$ cat config.mk
export PLATFORM = sky130hd
export DESIGN_NAME = util_cdc_handshake_tx
export DESIGN_NICKNAME = d
export VERILOG_FILES = /design/src/rtl/util_cdc_handshake_tx.sv
export SDC_FILE = /design/constraint.sdc
export NUM_CORES = 1
export LEC_CHECK = 0
export BUFFER_PORTS_ARGS = -buffer_cell sky130_fd_sc_hd__buf_4
export CORE_MARGIN = 10
export CORE_UTILIZATION = 42
export CTS_BUF_LIST = sky130_fd_sc_hd__clkbuf_2 sky130_fd_sc_hd__clkbuf_4 sky130_fd_sc_hd__clkbuf_8
export DETAILED_ROUTE_END_ITERATION = 12
export PLACE_DENSITY = 0.77
export SLEW_MARGIN = 20
export SYNTH_ARGS = -nofsm -noshare
export SYNTH_HDL_FRONTEND = slang
export SYNTH_SLANG_ARGS = --single-unit
$ cat constraint.sdc
create_clock -name clk_i -period 1.4 [get_ports clk_i]
set_input_delay 0 -clock clk_i [delete_from_list [all_inputs] [get_ports clk_i]]
set_output_delay 0 -clock clk_i [all_outputs]
set_load 0.02 [all_outputs]
$ cat src/rtl/util_cdc_handshake_tx.sv
// Source side of a four-phase req/ack clock-domain crossing with an internally synchronized ack.
// Optional sticky stall timeout: define UTIL_CDC_HANDSHAKE_TX_TIMEOUT_EN.
module util_cdc_handshake_tx #(
    parameter int unsigned WIDTH          = 32,
    parameter int unsigned SYNC_STAGES    = 2,
    parameter int unsigned TIMEOUT_CYCLES = 1024
) (
    input  logic             clk_i,
    input  logic             reset_i,
    input  logic             valid_i,
    input  logic [WIDTH-1:0] data_i,
    output logic             ready_o,
    output logic             done_o,
    output logic             cdc_req_o,
    output logic [WIDTH-1:0] cdc_data_o,
    input  logic             cdc_ack_i,
    output logic             timeout_o
);

    typedef enum logic [1:0] {
        ST_IDLE    = 2'd0,
        ST_REQ     = 2'd1,
        ST_RELEASE = 2'd2
    } state_t;

    generate
        if (SYNC_STAGES < 2 || SYNC_STAGES > 4 || TIMEOUT_CYCLES < 1) begin : g_param_check
            $error("util_cdc_handshake_tx: SYNC_STAGES must be 2..4 and TIMEOUT_CYCLES >= 1");
        end
    endgenerate

    logic [SYNC_STAGES-1:0] r_ack_sync;
    logic                   w_ack_s;

    state_t                 r_state;
    state_t                 w_state_nxt;
    logic                   r_cdc_req;
    logic                   w_req_nxt;
    logic                   r_done;
    logic                   w_done_nxt;
    logic                   w_load;
    logic [WIDTH-1:0]       r_cdc_data;

    // Multi-flop synchronizer on the foreign-domain acknowledge
    always_ff @(posedge clk_i or posedge reset_i) begin
        if (reset_i) begin
            r_ack_sync <= '0;
        end else begin
            r_ack_sync <= {r_ack_sync[SYNC_STAGES-2:0], cdc_ack_i};
        end
    end

    assign w_ack_s = r_ack_sync[SYNC_STAGES-1];

    always_ff @(posedge clk_i or posedge reset_i) begin
        if (reset_i) begin
            r_state   <= ST_IDLE;
            r_cdc_req <= 1'b0;
            r_done    <= 1'b0;
        end else begin
            r_state   <= w_state_nxt;
            r_cdc_req <= w_req_nxt;
            r_done    <= w_done_nxt;
        end
    end

    // Data is only loaded on accept, so it stays stable through REQ and RELEASE
    always_ff @(posedge clk_i or posedge reset_i) begin
        if (reset_i) begin
            r_cdc_data <= '0;
        end else if (w_load) begin
            r_cdc_data <= data_i;
        end
    end

    always_comb begin
        w_state_nxt = r_state;
        w_req_nxt   = r_cdc_req;
        w_done_nxt  = 1'b0;
        w_load      = 1'b0;
        case (r_state)
            ST_IDLE: begin
                w_req_nxt = 1'b0;
                if (valid_i) begin
                    w_load      = 1'b1;
                    w_req_nxt   = 1'b1;
                    w_state_nxt = ST_REQ;
                end
            end
            ST_REQ: begin
                w_req_nxt = 1'b1;
                if (w_ack_s) begin
                    w_req_nxt   = 1'b0;
                    w_done_nxt  = 1'b1;
                    w_state_nxt = ST_RELEASE;
                end
            end
            ST_RELEASE: begin
                w_req_nxt = 1'b0;
                if (!w_ack_s) begin
                    w_state_nxt = ST_IDLE;
                end
            end
            default: begin
                w_req_nxt   = 1'b0;
                w_state_nxt = ST_IDLE;
            end
        endcase
    end

    assign ready_o    = (r_state == ST_IDLE);
    assign done_o     = r_done;
    assign cdc_req_o  = r_cdc_req;
    assign cdc_data_o = r_cdc_data;

`ifdef UTIL_CDC_HANDSHAKE_TX_TIMEOUT_EN
    localparam int unsigned CNT_W = $clog2(TIMEOUT_CYCLES + 1);
    localparam logic [CNT_W-1:0] CNT_MAX = CNT_W'(TIMEOUT_CYCLES);

    logic [CNT_W-1:0] r_wait_cnt;
    logic [CNT_W-1:0] w_wait_cnt_nxt;
    logic             r_timeout;

    // Counts cycles spent in the current waiting state; restarts on any state change
    always_comb begin
        w_wait_cnt_nxt = r_wait_cnt;
        if (w_state_nxt != r_state) begin
            w_wait_cnt_nxt = '0;
        end else if (r_state != ST_IDLE && r_wait_cnt != CNT_MAX) begin
            w_wait_cnt_nxt = r_wait_cnt + CNT_W'(1);
        end
    end

    always_ff @(posedge clk_i or posedge reset_i) begin
        if (reset_i) begin
            r_wait_cnt <= '0;
            r_timeout  <= 1'b0;
        end else begin
            r_wait_cnt <= w_wait_cnt_nxt;
            if (r_state != ST_IDLE && w_wait_cnt_nxt == CNT_MAX) begin
                r_timeout <= 1'b1;
            end
        end
    end

    assign timeout_o = r_timeout;
`else
    assign timeout_o = 1'b0;
`endif

endmodule

## Word level (Yosys, flattened, before mapping)

Cells that the tools add are included.

| operators by class | value |
|---|---|
| equality and inequality tests | 5 |
| mux-type cells | 10 |
| reduce and logical (&&, ||, !) cells | 2 |

Operators by type and width:

| operator | count |
|---|---|
| two-way mux 2 bit | 3 |
| inequality test 2 bit, second input constant | 3 |
| one-hot mux 2 bit (3 select lines) | 1 |
| two-way mux 1 bit | 5 |
| AND reduction 3 bit | 1 |
| equality test 2 x 1 -> 1 bit, second input constant | 1 |
| equality test 2 bit, second input constant | 1 |
| logical NOT 2 bit | 1 |
| one-hot mux 1 bit (2 select lines) | 1 |

| word-level totals | value |
|---|---|
| register bits after elaboration | 38 |
| output and inout port bits | 36 |
| word-level logic and storage cells | 22 |

## Depth between registers and ports, before layout

| depth | value |
|---|---|
| depth in word-level cells | 3 |
| mapped depth | 4 |
| gate-level depth less buffers | 2 |

## Worst setup path after synthesis

No wires, ideal clock.

| timing | value |
|---|---|
| path type | register to register |
| start | register r_state[0] |
| end | register r_cdc_data[0] (netlist: cdc_data_o[0]) |
| library setup time | 125 ps |
| arrival time | 1,299 ps |
| required time | 1,275 ps |
| slack | -23 ps |
| stages on the path, launching flop included | 5 |
| clock period less this slack | 1,423 ps |
| cell sequence | dfrtp_1 -> buf_4 -> nor3b_4 -> buf_6 -> mux2_2 |

| on the way | value |
|---|---|
| longest elaborated chain between the ends | 2 |

RTL lines:

| what | line | source |
|---|---|---|
| start, declared | 35 | `state_t r_state;` |
| start signal, assigned | 61 | `r_state <= w_state_nxt;` |
| logical NOT 2 bit | 81 | `case (r_state)` |
| two-way mux 1 bit | 81 |  |
| end signal, assigned | 72 | `r_cdc_data <= data_i;` |
| end, declared | 42 | `logic [WIDTH-1:0] r_cdc_data;` |

No other way between the ends.
A chain may end at the register's enable or synchronous reset.

## Final worst setup path

| timing | value |
|---|---|
| start | register r_state[1] |
| end | register r_cdc_data[11] (netlist: cdc_data_o[11]) |

The elaborated chain is that of the path after synthesis.

==> impl_metrics.tcl <==
set metrics [dict create \
    outcome "complete, no violations" \
    ioPinCount 72 \
    syn2layout_area_growth_pct 68.4 \
    reg2reg_depth 3 \
    combPwrFrac 0.520 \
    r2r_end "cdc_data_o[11]" \
    h-tree-depth 2 \
    cts_buffers 5 \
    fillers 256 \
    p_leak_nw 1.14 \
    path_buf_inv 1 \
    critical-path-max-stage-delay_ns 0.42 \
    clockBufferDepth 2 \
    synth_edf_count 0 \
    post_cts_resized 0 \
    crit_path_end "cdc_data_o[11]" \
    final_cell_mix "buf_4, dfrtp_1, dlygate4sd3_1, mux2_2, clkbuf_4" \
    die_w_um 78.4 \
    die-area_mm2 0.00615 \
    synth-seq-cells 38 \
    final_max_slew_viol_count 0 \
    utilization 0.729 \
    ys_warn_count 0 \
    avgSynthCellArea_um2 16.9 \
    row_count 21 \
    synth_flop_cell "dfrtp_1" \
    path_depth 3 \
    vias 1083 \
    antenna_cells 0 \
    core_area_mm2 0.00331 \
    crit_type "register to register" \
    seqPwrFrac 0.375 \
    ir_drop_mv 1.13 \
    via_per_inst 4.48 \
    wl_per_cell_um 16.3 \
    grt_first_pass_wirelength_mm 6.37 \
    r2r_setup_slack_ns 0.03 \
    cts.sinks 38 \
    first_iter_violations 23 \
    final_common_cell "buf_4" \
    antenna_found_initial 0 \
    clock_tree.root_cell "clkbuf_4" \
    drt-total-wl_mm 3.94 \
    powerDensity_mw_per_mm2 2130 \
    cts_tree "yes" \
    period_share 0.976 \
    rsz0062_at_grt "yes" \
    clkPwrFrac 0.105 \
    cpMaxStageDelayCell "dfrtp_1" \
    end_kind "register" \
    io_buffer_count 70 \
    whs_ns 0.315 \
    synthesis.nets 121 \
    crit_start "r_state[1]" \
    finClkSkew_ns 0.00374 \
    cp.required_ns 1.61 \
    netlist_area_mm2 0.00143 \
    period_minus_slack_ns 1.37 \
    cpLargestDelayFamily "flip-flops" \
    worstHoldPathCells 2 \
    cp-start-kind "register" \
    grt_pass1_vias 1261 \
    ant_nets 0 \
    swShare 0.372 \
    cap_violations 0 \
    crit_chain "nor3b_4 > buf_12 > mux2_2" \
    drive_gt1_frac 0.571 \
    min_path_type "input port to register" \
    hold_viol_final 0 \
    async_flop_share 1.00 \
    power.internal_mw 3.23 \
    postCtsSetupRepairBufs 0 \
    start_util 0.433 \
    setup_violations 0 \
    cp_max_fo 32 \
    r2r-start "r_state[1]" \
    nets 232 \
    synth_cells 85 \
    crit_arrival_ns 1.58 \
    yosysUniqueCellTypes 13 \
    ys_seq_area_frac 0.664 \
    dp_hpwl_mm 2.66 \
    clk-insertion-delay-late_ns 0.32 \
    switchingPower_mw 1.91 \
    die_height_um 78.4 \
    track_usage 0.131 \
    globalplace.congestion 0.699 \
    grt.overflow.total 0 \
    cts.reportedPaths.clkPinSlew_ns 0.10 \
    report.power.total_mw 5.14 \
    drt_pass1_iterations 3 \
    fmax_mhz 732 \
    drc 0 \
    grt_max_degree 39 \
]
routing by layer:
layer | track usage | wire [um] | vias up
met1 | 0.128 | 1440 | 509
li1 | - | - | 514
met2 | 0.225 | 1990 | 58
met5 | 0 | 0 | -
met3 | 0.0843 | 503 | 2
met4 | 0.0376 | 8 | 0
how the worst min path moves through the flow:
stage | startpoint | slack [ns] | end
global placement | cdc_ack_i | 0.11 | r_ack_sync[0]
detailed placement | cdc_ack_i | 0.11 | r_ack_sync[0]
finish | cdc_ack_i | 0.32 | r_ack_sync[0]
global route | cdc_ack_i | 0.30 | r_ack_sync[0]
CTS | cdc_ack_i | 0.29 | r_ack_sync[0]
floorplan | cdc_ack_i | 0.03 | r_ack_sync[0]
Yosys cell counts (2+ instances only):
master | instances | share of area
a211oi_1 | 2 | 0.010
mux2_1 | 2 | 0.016
dfrtp_1 | 38 | 0.66
buf_6 | 3 | 0.024
nor2_1 | 2 | 0.0052
buf_4 | 2 | 0.010
mux2_2 | 30 | 0.24
power by group through the flow:
stage               Combinational, mW  Clock [mW]  Sequential [mW]
CTS                              2.70       0.572             1.93
finish                           2.67       0.539             1.93
global placement                 2.56           0             1.91
global route                     2.87       0.615             1.99
floorplan                       0.892           0             2.54
detailed placement               2.62           0             1.95
logic make-up after synthesis:
| group | count (synthesis) | share of synthesized area |
|---|---|---|
| xor+xnor | 1 | 0.00611 |
| compound gates | 2 | 0.0105 |
| other cells | 1 | 0.00262 |
| simple gates | 5 | 0.0288 |
| flops | 38 | 0.664 |
| mux | 32 | 0.252 |
| buf+inv | 6 | 0.0367 |
sequential cells by signal, indices dropped and copies added, names as in the netlist:
register	flops
cdc_req_o	1
done_o	1
r_ack_sync	2
cdc_data_o	32
r_state	2
repair_timing:
item                                   CTS  global route
setup endpoints to repair                0            32
endpoints found under the hold margin   72             0
hold buffers                            35             0
area by class of cell:
| type | instances | area, um2 | area share |
|---|---|---|---|
| flip-flops and latches | 38 | 951 | 0.394 |
| clock buffers | 7 | 52.6 | 0.0218 |
| multi-input cells | 41 | 429 | 0.178 |
| repair buffers | 109 | 918 | 0.381 |
| inverters | 1 | 3.75 | 0.00156 |
| well taps | 46 | 57.6 | 0.0239 |
stage by stage:
stage | instances | setup WS (ns) | cell area, um2 | TNS [ns]
floorplan | 85 | 0.00628 | 1440 | 0
global placement | 200 | 0.0778 | 2010 | 0
detailed placement | 200 | 0.0521 | 2010 | 0
CTS | 242 | 0.0287 | 2410 | 0
global route | 242 | -0.0327 | 2410 | -0.589
finish | 242 | 0.0331 | 2410 | 0
Power figures use the tool's default switching activity.
